--- src/rtl/instr_fetch.sv ---
// instr_fetch: fetch stage of the 8-bit Harvard core.
//   Walks the PC through the synchronous instruction ROM. Each word is
//   latched into an instruction register, and its fields are offered
//   downstream under a valid/ready handshake. Fetch stops for good once
//   an HLT instruction has been accepted. Only reset restarts it.
// Ports:
//   clk, rst         clock (rising edge), synchronous active-high reset
//   run              start request, sampled only in IDLE
//   imem_rd/addr     ROM read strobe and address (addr held when rd=0)
//   imem_data        ROM word, valid the cycle after imem_rd
//   ir_valid/ready   handshake toward decode
//   pc_out           address of the word currently held in IR
//   opcode/rd/rs1/rs2/imm  decoded IR fields (imm overlaps rs1/rs2)
//   halted           set the cycle after HLT is accepted
// Optional build macro INSTR_FETCH_CNT_EN adds fetch_cnt[15:0]. This is a
// saturating count of accepted transfers, and it includes HLT.
module instr_fetch #(
  parameter int          AW     = 8,
  parameter int          IW     = 16,
  parameter logic [5:0]  HLT_OP = 6'b111111
) (
  input  logic          clk,
  input  logic          rst,
  input  logic          run,
  output logic          imem_rd,
  output logic [AW-1:0] imem_addr,
  input  logic [IW-1:0] imem_data,
  output logic          ir_valid,
  input  logic          ir_ready,
  output logic [AW-1:0] pc_out,
  output logic [5:0]    opcode,
  output logic [1:0]    rd,
  output logic [1:0]    rs1,
  output logic [1:0]    rs2,
  output logic [7:0]    imm,
  output logic          halted
`ifdef INSTR_FETCH_CNT_EN
  ,
  output logic [15:0]   fetch_cnt
`endif
);

  typedef enum logic [2:0] {IDLE, REQ, CAPT, ISSUE, HALT} state_t;

  state_t        state;
  logic [AW-1:0] pc;
  logic [IW-1:0] ir;

  // Fields are combinational slices of a register, so they are stable
  // for as long as IR is held during back-pressure.
  assign opcode = ir[15:10];
  assign rd     = ir[9:8];
  assign rs1    = ir[7:6];
  assign rs2    = ir[5:4];
  assign imm    = ir[7:0];

  // The strobe and valid outputs are registered. Each one is set on the
  // edge that enters its state and cleared on the edge that leaves it.
  always_ff @(posedge clk) begin
    if (rst) begin
      state     <= IDLE;
      pc        <= '0;
      ir        <= '0;
      imem_rd   <= 1'b0;
      imem_addr <= '0;
      ir_valid  <= 1'b0;
      halted    <= 1'b0;
      pc_out    <= '0;
    end else begin
      case (state)
        IDLE: if (run) begin
          state     <= REQ;
          imem_rd   <= 1'b1;
          imem_addr <= pc;
        end
        REQ: begin
          state   <= CAPT;
          imem_rd <= 1'b0;
        end
        CAPT: begin
          ir       <= imem_data;
          pc_out   <= pc;
          pc       <= pc + AW'(1);  // wraps silently at 2^AW
          ir_valid <= 1'b1;
          state    <= ISSUE;
        end
        ISSUE: if (ir_ready) begin
          ir_valid <= 1'b0;
          if (ir[15:10] == HLT_OP) begin
            state  <= HALT;
            halted <= 1'b1;
          end else begin
            state     <= REQ;
            imem_rd   <= 1'b1;
            imem_addr <= pc;
          end
        end
        HALT:    state <= HALT;
        default: state <= IDLE;
      endcase
    end
  end

`ifdef INSTR_FETCH_CNT_EN
  // Accepts can only happen in ISSUE, so the count freezes in HALT.
  always_ff @(posedge clk) begin
    if (rst)
      fetch_cnt <= '0;
    else if (state == ISSUE && ir_ready && fetch_cnt != 16'hFFFF)
      fetch_cnt <= fetch_cnt + 16'd1;
  end
`endif

endmodule
--- config.mk ---
export PLATFORM = sky130hd
export DESIGN_NAME = instr_fetch
export DESIGN_NICKNAME = d
export VERILOG_FILES = /design/src/rtl/instr_fetch.sv
export SDC_FILE = /design/constraint.sdc
export NUM_CORES = 1
export LEC_CHECK = 0
export ABC_AREA = 1
export BUFFER_PORTS_ARGS = -buffer_cell sky130_fd_sc_hd__buf_2
export CAP_MARGIN = 40
export CORE_ASPECT_RATIO = 1.75
export CORE_MARGIN = 2
export CORE_UTILIZATION = 40
export CTS_CLUSTER_SIZE = 10
export DETAILED_ROUTE_END_ITERATION = 8
export PLACE_DENSITY = 0.61
export SLEW_MARGIN = 20
export SYNTH_ARGS = -nofsm -noshare
export SYNTH_HDL_FRONTEND = slang
export SYNTH_SLANG_ARGS = --single-unit
--- constraint.sdc ---
create_clock -name clk -period 2.08 [get_ports clk]
set_input_delay 0.208 -clock clk [delete_from_list [all_inputs] [get_ports clk]]
set_output_delay 0.208 -clock clk [all_outputs]
set_load 0.05 [all_outputs]
# == Yosys cells after proc, flatten, opt, wreduce, memory -nomap -nowiden ==
# Index checks and enable logic that the tools add are counted.
# totals
register_bits,46
inputBits,20
# classes
add_sub_neg,1
eq_ne,8
muxes,14
n_reduce_logical,9
# ops
op,count
two-way mux 8 bit,3
case mux 8 bit (2 select lines),1
case mux 3 bit (5 select lines),1
two-way mux 3 bit,3
"adder 8 x 1 -> 8 bit, second input constant",1
AND reduction 4 bit,2
"== test 3 x 2 -> 1 bit, second input constant",2
"== test 6 bit, second input constant",1
"!= test 2 bit, second input constant",3
two-way mux 1 bit,4
AND reduction 2 bit,2
nonzero test 2 bit,2
"== test 3 x 1 -> 1 bit, second input constant",1
"== test 3 bit, second input constant",1
zero test 3 bit,1
case mux 1 bit (3 select lines),1
AND reduction 3 bit,1
nonzero test 3 bit,1
case mux 1 bit (2 select lines),1

# == Longest topological paths before layout ==
# Gate-level depths: netlist of run 1.
# depth
word_depth,4
ltp_mapped,9

# == Worst setup path after synthesis of run 1 ==
# OpenSTA, ideal clock, no wires.
# synth_timing
path_type,register -> register
from,register ir[11]
to,register imem_addr[0]
t_arrival_ns,1.408
required_time_ns,1.969
slack_ns,0.560
path_stages_with_launch,8
n_path_buf,0
path_cell_list,dfxtp_1 nand2_1 nor2_1 nand3_4 nand3_4 inv_6 nor2_2 nor2_2
# synth_between
elab_chain_cells,3
# synth_rtl
item,line_no,text
from (decl),47,logic [IW-1:0] ir;
from (signal assigned),81,ir <= imem_data;
== test 6 bit,89,if (ir[15:10] == HLT_OP) begin
!= test 2 bit (no source line),-,
AND reduction 4 bit (no source line),-,
to (signal assigned),74,imem_addr <= pc;
to (signal assigned),95,imem_addr <= pc;
to (decl),26,"output logic [AW-1:0] imem_addr,"
# No other way between the ends.
# A chain may end at the register's enable or synchronous reset.

# == Worst setup path in the final report of run 1 ==
# layout_timing
from,register state[1]
to,register pc[3]
# layout_between
elab_chain_cells,1
# layout_rtl
item,line_no,text
from (decl),45,state_t state;
from (signal assigned),61,state <= IDLE;
from (signal assigned),72,state <= REQ;
from (signal assigned),77,state <= CAPT;
== test 3 x 2 -> 1 bit,70,case (state)
to (signal assigned),83,pc <= pc + AW'(1);
to (decl),46,logic [AW-1:0] pc;
# No other way between the ends.

==> results.ini, run 1 <==
[floorplan]
num_rows = 34
die_w_microns = 57.5
ios = 59
core-area_sq_um = 4890
initial_core_util_pct = 40.9
dieArea_sq_um = 5610
dieHeight_microns = 97.6

[layout]
stdcell_count = 363
fin_nets = 329
num_antenna_cells = 0
final_util_pct = 48.3
area_growth_pct = 18.0
layout-drive-gt1-share_pct = 32.7

[sta]
fmax_mhz = 674
hold_violations = 0
tightest_slew_ns = 0.475
clock_skew_ns = 0.00444
setup_tns_ns = 0
grt_setup_unrepaired = no
hold_ws_ns = 0.139
slew_viol_final = 0
min_period_ns = 1.48
maxSlewHeadroom_pct = 68.3
fin_crit_sh_pct = 71.3
setup_viol = 0

[placed_design]
place.gp.congestion = 0.724
dp_hpwl_microns = 3210
dpl.cell_count = 355
place.port_buffers = 58

[pwr]
p_switching_mw = 1.51
p_clk_share_pct = 18.1
ir_drop_mv = 0.808
power.leakage_nw = 1.10
internal-power_mw = 1.69
power.density_nw_per_um2 = 1360
p_seq_share_pct = 36.8
p_total_mw = 3.20
switching_share_pct = 47.1
comb_power_share_pct = 45.2

[global_routing]
grt_first_pass_wirelength_microns = 7210
track_usage_pct = 16.3
grt_max_degree = 34
gr-total-overflow = 0
grt_pass1_vias = 1605
antenna_found_initial = 0

[clock_network]
htreeDepth = 2
cts_buffer_depth = 2
cts_resized = 0
insertion_delay_ns = 0.30
cts_setup_buffers = 0
cts-root-buf = clkbuf_8
clkTransAtPathRegs_ns = 0.09
clock-sinks = 46
cts_made_buffers = 5
tritoncts = built
hold_buffers = 0

[logic_synthesis]
yosysTopAreaCell = dfxtp_1
syn_avg_cell_area_sq_um = 7.82
ys_seq_area_share_pct = 46.0
yosys-top-cells-area = dfxtp_1 46%, nand2_1 12%, a21oi_1 8.0%
ys_types = 29
syn_area_sq_um = 2000
synth_nets = 277
yosys_warnings = 0
synth-seq-cells = 46
synthDominantCellAreaShare_pct = 46.0
netlist_instances = 256

[critical_path]
cp-end-kind = register
crit_type = reg -> reg
cp_top_family = buffers and inverters
critPathMaxFanout = 33
path_buf_inv = 2
crit_slowest_cell = inv_2
startpoint_type = register
cp_cell_sequence = inv_1 -> nor2_2 -> nand2_2 -> inv_2 -> a21oi_1 -> nor3_1
slowest_delay_ns = 0.40
cp.required_ns = 2.32
cp.arrival_ns = 1.72

[min_path]
hold_class = in -> reg

[status]
status = finished clean

[drt]
wire_per_inst_microns = 12.1
ant_nets = 0
drt-pass1-iter-count = 4
via_count = 1767
drc = 0
drtIter0Drc = 17
drt-total-wl_microns = 4390
viasPerCell = 4.87

[job]
cap_violations = 0

-- metrics by stage --
stage | worst slack, ns | cell area (sq um)
2_1_floorplan | 0.560 | 2000
3_3_place_gp | 0.661 | 2270
3_5_place_dp | 0.605 | 2270
4_1_cts | 0.583 | 2360
5_1_grt | 0.361 | 2360
6_report | 0.597 | 2360
-- final timing paths --
| kind | from | to | slack (ns) | cells past startpoint |
|---|---|---|---|---|
| hold / removal | imem_data[2] | ir[2] | 0.14 | 3 |
| hold reg to reg | ir_valid | ir_valid | 0.47 | 2 |
| setup / recovery | state[1] | pc[3] | 0.60 | 6 |
| setup reg to reg | state[1] | pc[3] | 0.60 | 6 |
-- flip-flops by register name, summed over array words and instances (netlist names) --
signal	count
imem_rd	1
ir	16
pc_out	8
state	3
ir_valid	1
pc	8
halted	1
imem_addr	8
-- worst register-to-register path, delay by kind of cell (launching register included) --
family | cells | cell delay (ns)
AO/OA/AOI/OAI | 1 | 0.15
buffers and inverters | 2 | 0.49
flip-flops | 1 | 0.37
AND/OR/NAND/NOR | 3 | 0.41
-- cell usage after synthesis, drive strengths merged --
| cell | n |
|---|---|
| nand2 | 68 |
| dfxtp | 46 |
| a21oi | 33 |
| nor2 | 32 |
| inv | 25 |
| buf | 13 |
| o21ai | 11 |
| nand4 | 9 |
| nand3 | 7 |
| nor3 | 6 |
| clkbuf | 2 |
| a31oi | 1 |
| clkinv | 1 |
| ha | 1 |
| nor4 | 1 |
-- layer usage --
| metal | global-route usage, % | part of all wire, % |
|---|---|---|
| met1 | 17.8 | 39 |
| met2 | 28.8 | 55 |
| met3 | 3.20 | 4.0 |
| met4 | 8.05 | 2.4 |
| met5 | 0 | 0 |
-- power groups by stage --
stage	Sequential, mW	Clock, mW	Combinational, mW
2_1_floorplan	1.72	0	0.707
6_report	1.18	0.579	1.45
3_5_place_dp	1.20	0	1.46
4_1_cts	1.18	0.589	1.46
5_1_grt	1.20	0.617	1.57
3_3_place_gp	1.19	0	1.45
-- cells by family (layout without fill, tap and decap cells) --
family	count (synthesis)	after routing	share of synthesized area (%)
AOI/OAI and AO/OA	45	45	11.5
adders and majority gates	1	1	0.625
DFF	46	46	46.0
and+or+nand+nor	123	123	31.3
buffers and inverters	41	94	10.5
-- final cells by class --
type,instances,area [sq um]
Inverter,26,103
Multi-Input combinational cell,169,870
Timing Repair Buffer,60,305
Fill cell,529,2530
Sequential cell,46,921
Clock inverter,2,12.5
Tap cell,54,67.6
Clock buffer,6,82.6
-- placed cells by master, fill, tap and decap left out, types with 2 or more instances in the layout --
| cell | instances |
|---|---|
| nand3_1 | 4 |
| dfxtp_1 | 46 |
| buf_2 | 58 |
| nor2_2 | 17 |
| inv_2 | 3 |
| nand3_4 | 2 |
| buf_4 | 2 |
| a21oi_1 | 32 |
| clkbuf_8 | 6 |
| nor3_1 | 4 |
| nor2_4 | 3 |
| inv_1 | 21 |
| nor2_1 | 12 |
| nand2_1 | 65 |
| nand2_2 | 2 |
| o21ai_0 | 10 |
| nand4_1 | 9 |
Note: power is estimated with default switching activity, not from simulation.
==> run 2, diff against run 1 <==
clock period = 1.45 ns   (was 2.08 ns; I/O delays follow)
==> results.ini, run 2 (same netlist as run 1, synthesis figures left out) <==
[status]
status = finished clean  ; unchanged

[min_path]
holdPathEnd = ir[12]  ; was ir[2]
min-delay-start = imem_data[12]  ; was imem_data[2]
hold_depth = 3  ; unchanged
hold_class = in -> reg  ; unchanged

[global_routing]
grt_max_degree = 28  ; was 34
grt_first_pass_wirelength_microns = 7370  ; was 7210 microns
antenna_found_initial = 0  ; unchanged
track_usage_pct = 16.7  ; was 16.3%
gr-total-overflow = 0  ; unchanged
grt_pass1_vias = 1649  ; was 1605

[drt]
drtIter0Drc = 61  ; was 17
via_count = 1754  ; was 1767
wire_per_inst_microns = 11.9  ; was 12.1 microns
drt-pass1-iter-count = 4  ; unchanged
viasPerCell = 4.78  ; was 4.87
ant_nets = 0  ; unchanged
drc = 0  ; unchanged
drt-total-wl_microns = 4370  ; was 4390 microns

[job]
cap_violations = 0  ; unchanged

[layout]
fin_nets = 333  ; was 329
final_common_cell = nand2_1  ; unchanged
mostFrequentLayoutCells = 65 x nand2_1, 58 x buf_2, 40 x dfxtp_1  ; was 65 x nand2_1, 58 x buf_2, 46 x dfxtp_1
largest_reg_flops = 16  ; unchanged
layout-drive-gt1-share_pct = 35.1  ; was 32.7%
area_growth_pct = 20.4  ; was 18.0%
largest-register = ir  ; unchanged
num_antenna_cells = 0  ; unchanged
final_area_sq_um = 2410  ; was 2360 sq um

[sta]
grt_setup_unrepaired = no  ; unchanged
clock_skew_ns = 0.00462  ; was 0.00444 ns
tightest_slew_ns = 0.464  ; was 0.475 ns
setup_tns_ns = 0  ; unchanged
slew_viol_final = 0  ; unchanged
fin_crit_sh_pct = 91.5  ; was 71.3%
min_period_ns = 1.33  ; was 1.48 ns
setup_viol = 0  ; unchanged
fmax_mhz = 754  ; was 674 MHz
hold_violations = 0  ; unchanged
maxSlewHeadroom_pct = 68.9  ; was 68.3%

[pwr]
p_switching_mw = 2.14  ; was 1.51 mW
power.leakage_nw = 1.12  ; was 1.10 nW
switching_share_pct = 46.3  ; was 47.1%
comb_power_share_pct = 46.3  ; was 45.2%
ir_drop_mv = 1.35  ; was 0.808 mV
p_clk_share_pct = 17.2  ; was 18.1%
internal-power_mw = 2.48  ; was 1.69 mW
power.density_nw_per_um2 = 1920  ; was 1360 nW/um^2
p_seq_share_pct = 36.5  ; was 36.8%

[critical_path]
cp.arrival_ns = 1.56  ; was 1.72 ns
cp.required_ns = 1.69  ; was 2.32 ns
ff2ff_setup_slack_ns = 0.12  ; was 0.60 ns
crit_slowest_cell = dfxtp_1  ; was inv_2
cp_common_cell = nor2_2
slowest_delay_ns = 0.39  ; was 0.40 ns
cp-end-kind = register  ; unchanged
crit_type = reg -> reg  ; unchanged
r2r_start = state[1]  ; unchanged
r2r_cells = 8  ; was 6
startpoint_type = register  ; unchanged
critPathMaxFanout = 11  ; was 33
rr_endpoint = imem_addr[4]  ; was pc[3]
cp_cell_sequence = inv_1 -> nand2_1 -> nor2_1 -> nor2_4 -> nand3_4 -> inv_6 -> nor2_2 -> nor2_2  ; was inv_1 -> nor2_2 -> nand2_2 -> inv_2 -> a21oi_1 -> nor3_1

[placed_design]
place.gp.congestion = 0.750  ; was 0.724
placed_area_sq_um = 2300  ; was 2270 sq um
place.port_buffers = 58  ; unchanged
dp_hpwl_microns = 3300  ; was 3210 microns

[floorplan]
num_rows = 34  ; unchanged
die_w_microns = 57.5  ; unchanged
ios = 59  ; unchanged
initial_core_util_pct = 40.9  ; unchanged
dieHeight_microns = 97.6  ; unchanged
core-area_sq_um = 4890  ; unchanged
dieArea_sq_um = 5610  ; unchanged

[clock_network]
htreeDepth = 2  ; unchanged
cts-root-buf = clkbuf_8  ; unchanged
insertion_delay_ns = 0.29  ; was 0.30 ns
cts_made_buffers = 5  ; unchanged
clock-sinks = 46  ; unchanged
cts_buffer_depth = 2  ; unchanged
clkTransAtPathRegs_ns = 0.08  ; was 0.09 ns
cts_setup_buffers = 0  ; unchanged
tritoncts = built  ; unchanged

run 2: cell types whose count changed in the layout (fill, tap and decap cells not counted):
cell        change
clkinvlp_4      -1
nor2_2          -1
nor2_4          +1
nand2_4         +1
dfxtp_2         +6
buf_4           +3
dfxtp_1         -6
clkbuf_1        +1
buf_6           +1
nand2_2         -1
run 2: repair_timing:
item / CTS / global route
resized for setup: 0 / 5
hold buffers: 0 / 0
endpoints found under the setup margin: 0 / 37
run 2: final cells by class:
type	instances	area [sq um]
well taps	54	67.6
repair buffers	64	339
clock inverters	1	5.00
inverters	26	103
multi-input cells	169	880
clock buffers	7	86.3
flip-flops and latches	46	928
fillers	515	2480
run 2: worst max-delay path: cells and delay by family (launching register included):
family	cells	cell delay, ns
buf+inv	2	0.24
simple gates	6	0.62
flops	1	0.39
run 2: worst max path at each step:
| stage | from | endpoint | slack (ns) | depth (start not counted) |
|---|---|---|---|---|
| 3_3_place_gp | state[2] | imem_addr[7] | 0.11 | 8 |
| 6_report | state[1] | imem_addr[4] | 0.12 | 8 |
| 4_1_cts | state[2] | imem_addr[7] | 0.04 | 8 |
| 5_1_grt | state[1] | imem_addr[4] | 0.008 | 8 |
| 3_5_place_dp | state[2] | imem_addr[7] | 0.06 | 8 |
| 2_1_floorplan | ir[14] | imem_addr[0] | 0.05 | 7 |
run 2: per-stage QoR:
step	power, mW	utilization, %	cells	hold WS (ns)	setup WS (ns)
global route	4.93	49.2	367	0.0878	0.00799
detailed placement	3.87	47.0	359	0.399	0.0579
global placement	3.85	47.0	359	0.390	0.105
finish	4.63	49.2	367	0.0831	0.124
floorplan	3.49	-	256	0.281	0.0528
CTS	4.67	48.9	367	0.0822	0.0427
run 2: power groups by stage:
stage | Clock [mW] | Sequential (mW) | Combinational, mW
2_1_floorplan | 0 | 2.47 | 1.01
3_3_place_gp | 0 | 1.71 | 2.14
3_5_place_dp | 0 | 1.72 | 2.15
4_1_cts | 0.821 | 1.69 | 2.16
5_1_grt | 0.867 | 1.72 | 2.34
6_report | 0.794 | 1.69 | 2.14
run 2: metal layers:
layer | track usage [%] | share of wire, % | wire length [microns]
met1 | 18.2 | 40 | 1750
met2 | 30.5 | 54 | 2380
met3 | 3.60 | 4.0 | 174
met4 | 5.90 | 1.6 | 72
met5 | 0 | 0 | 0
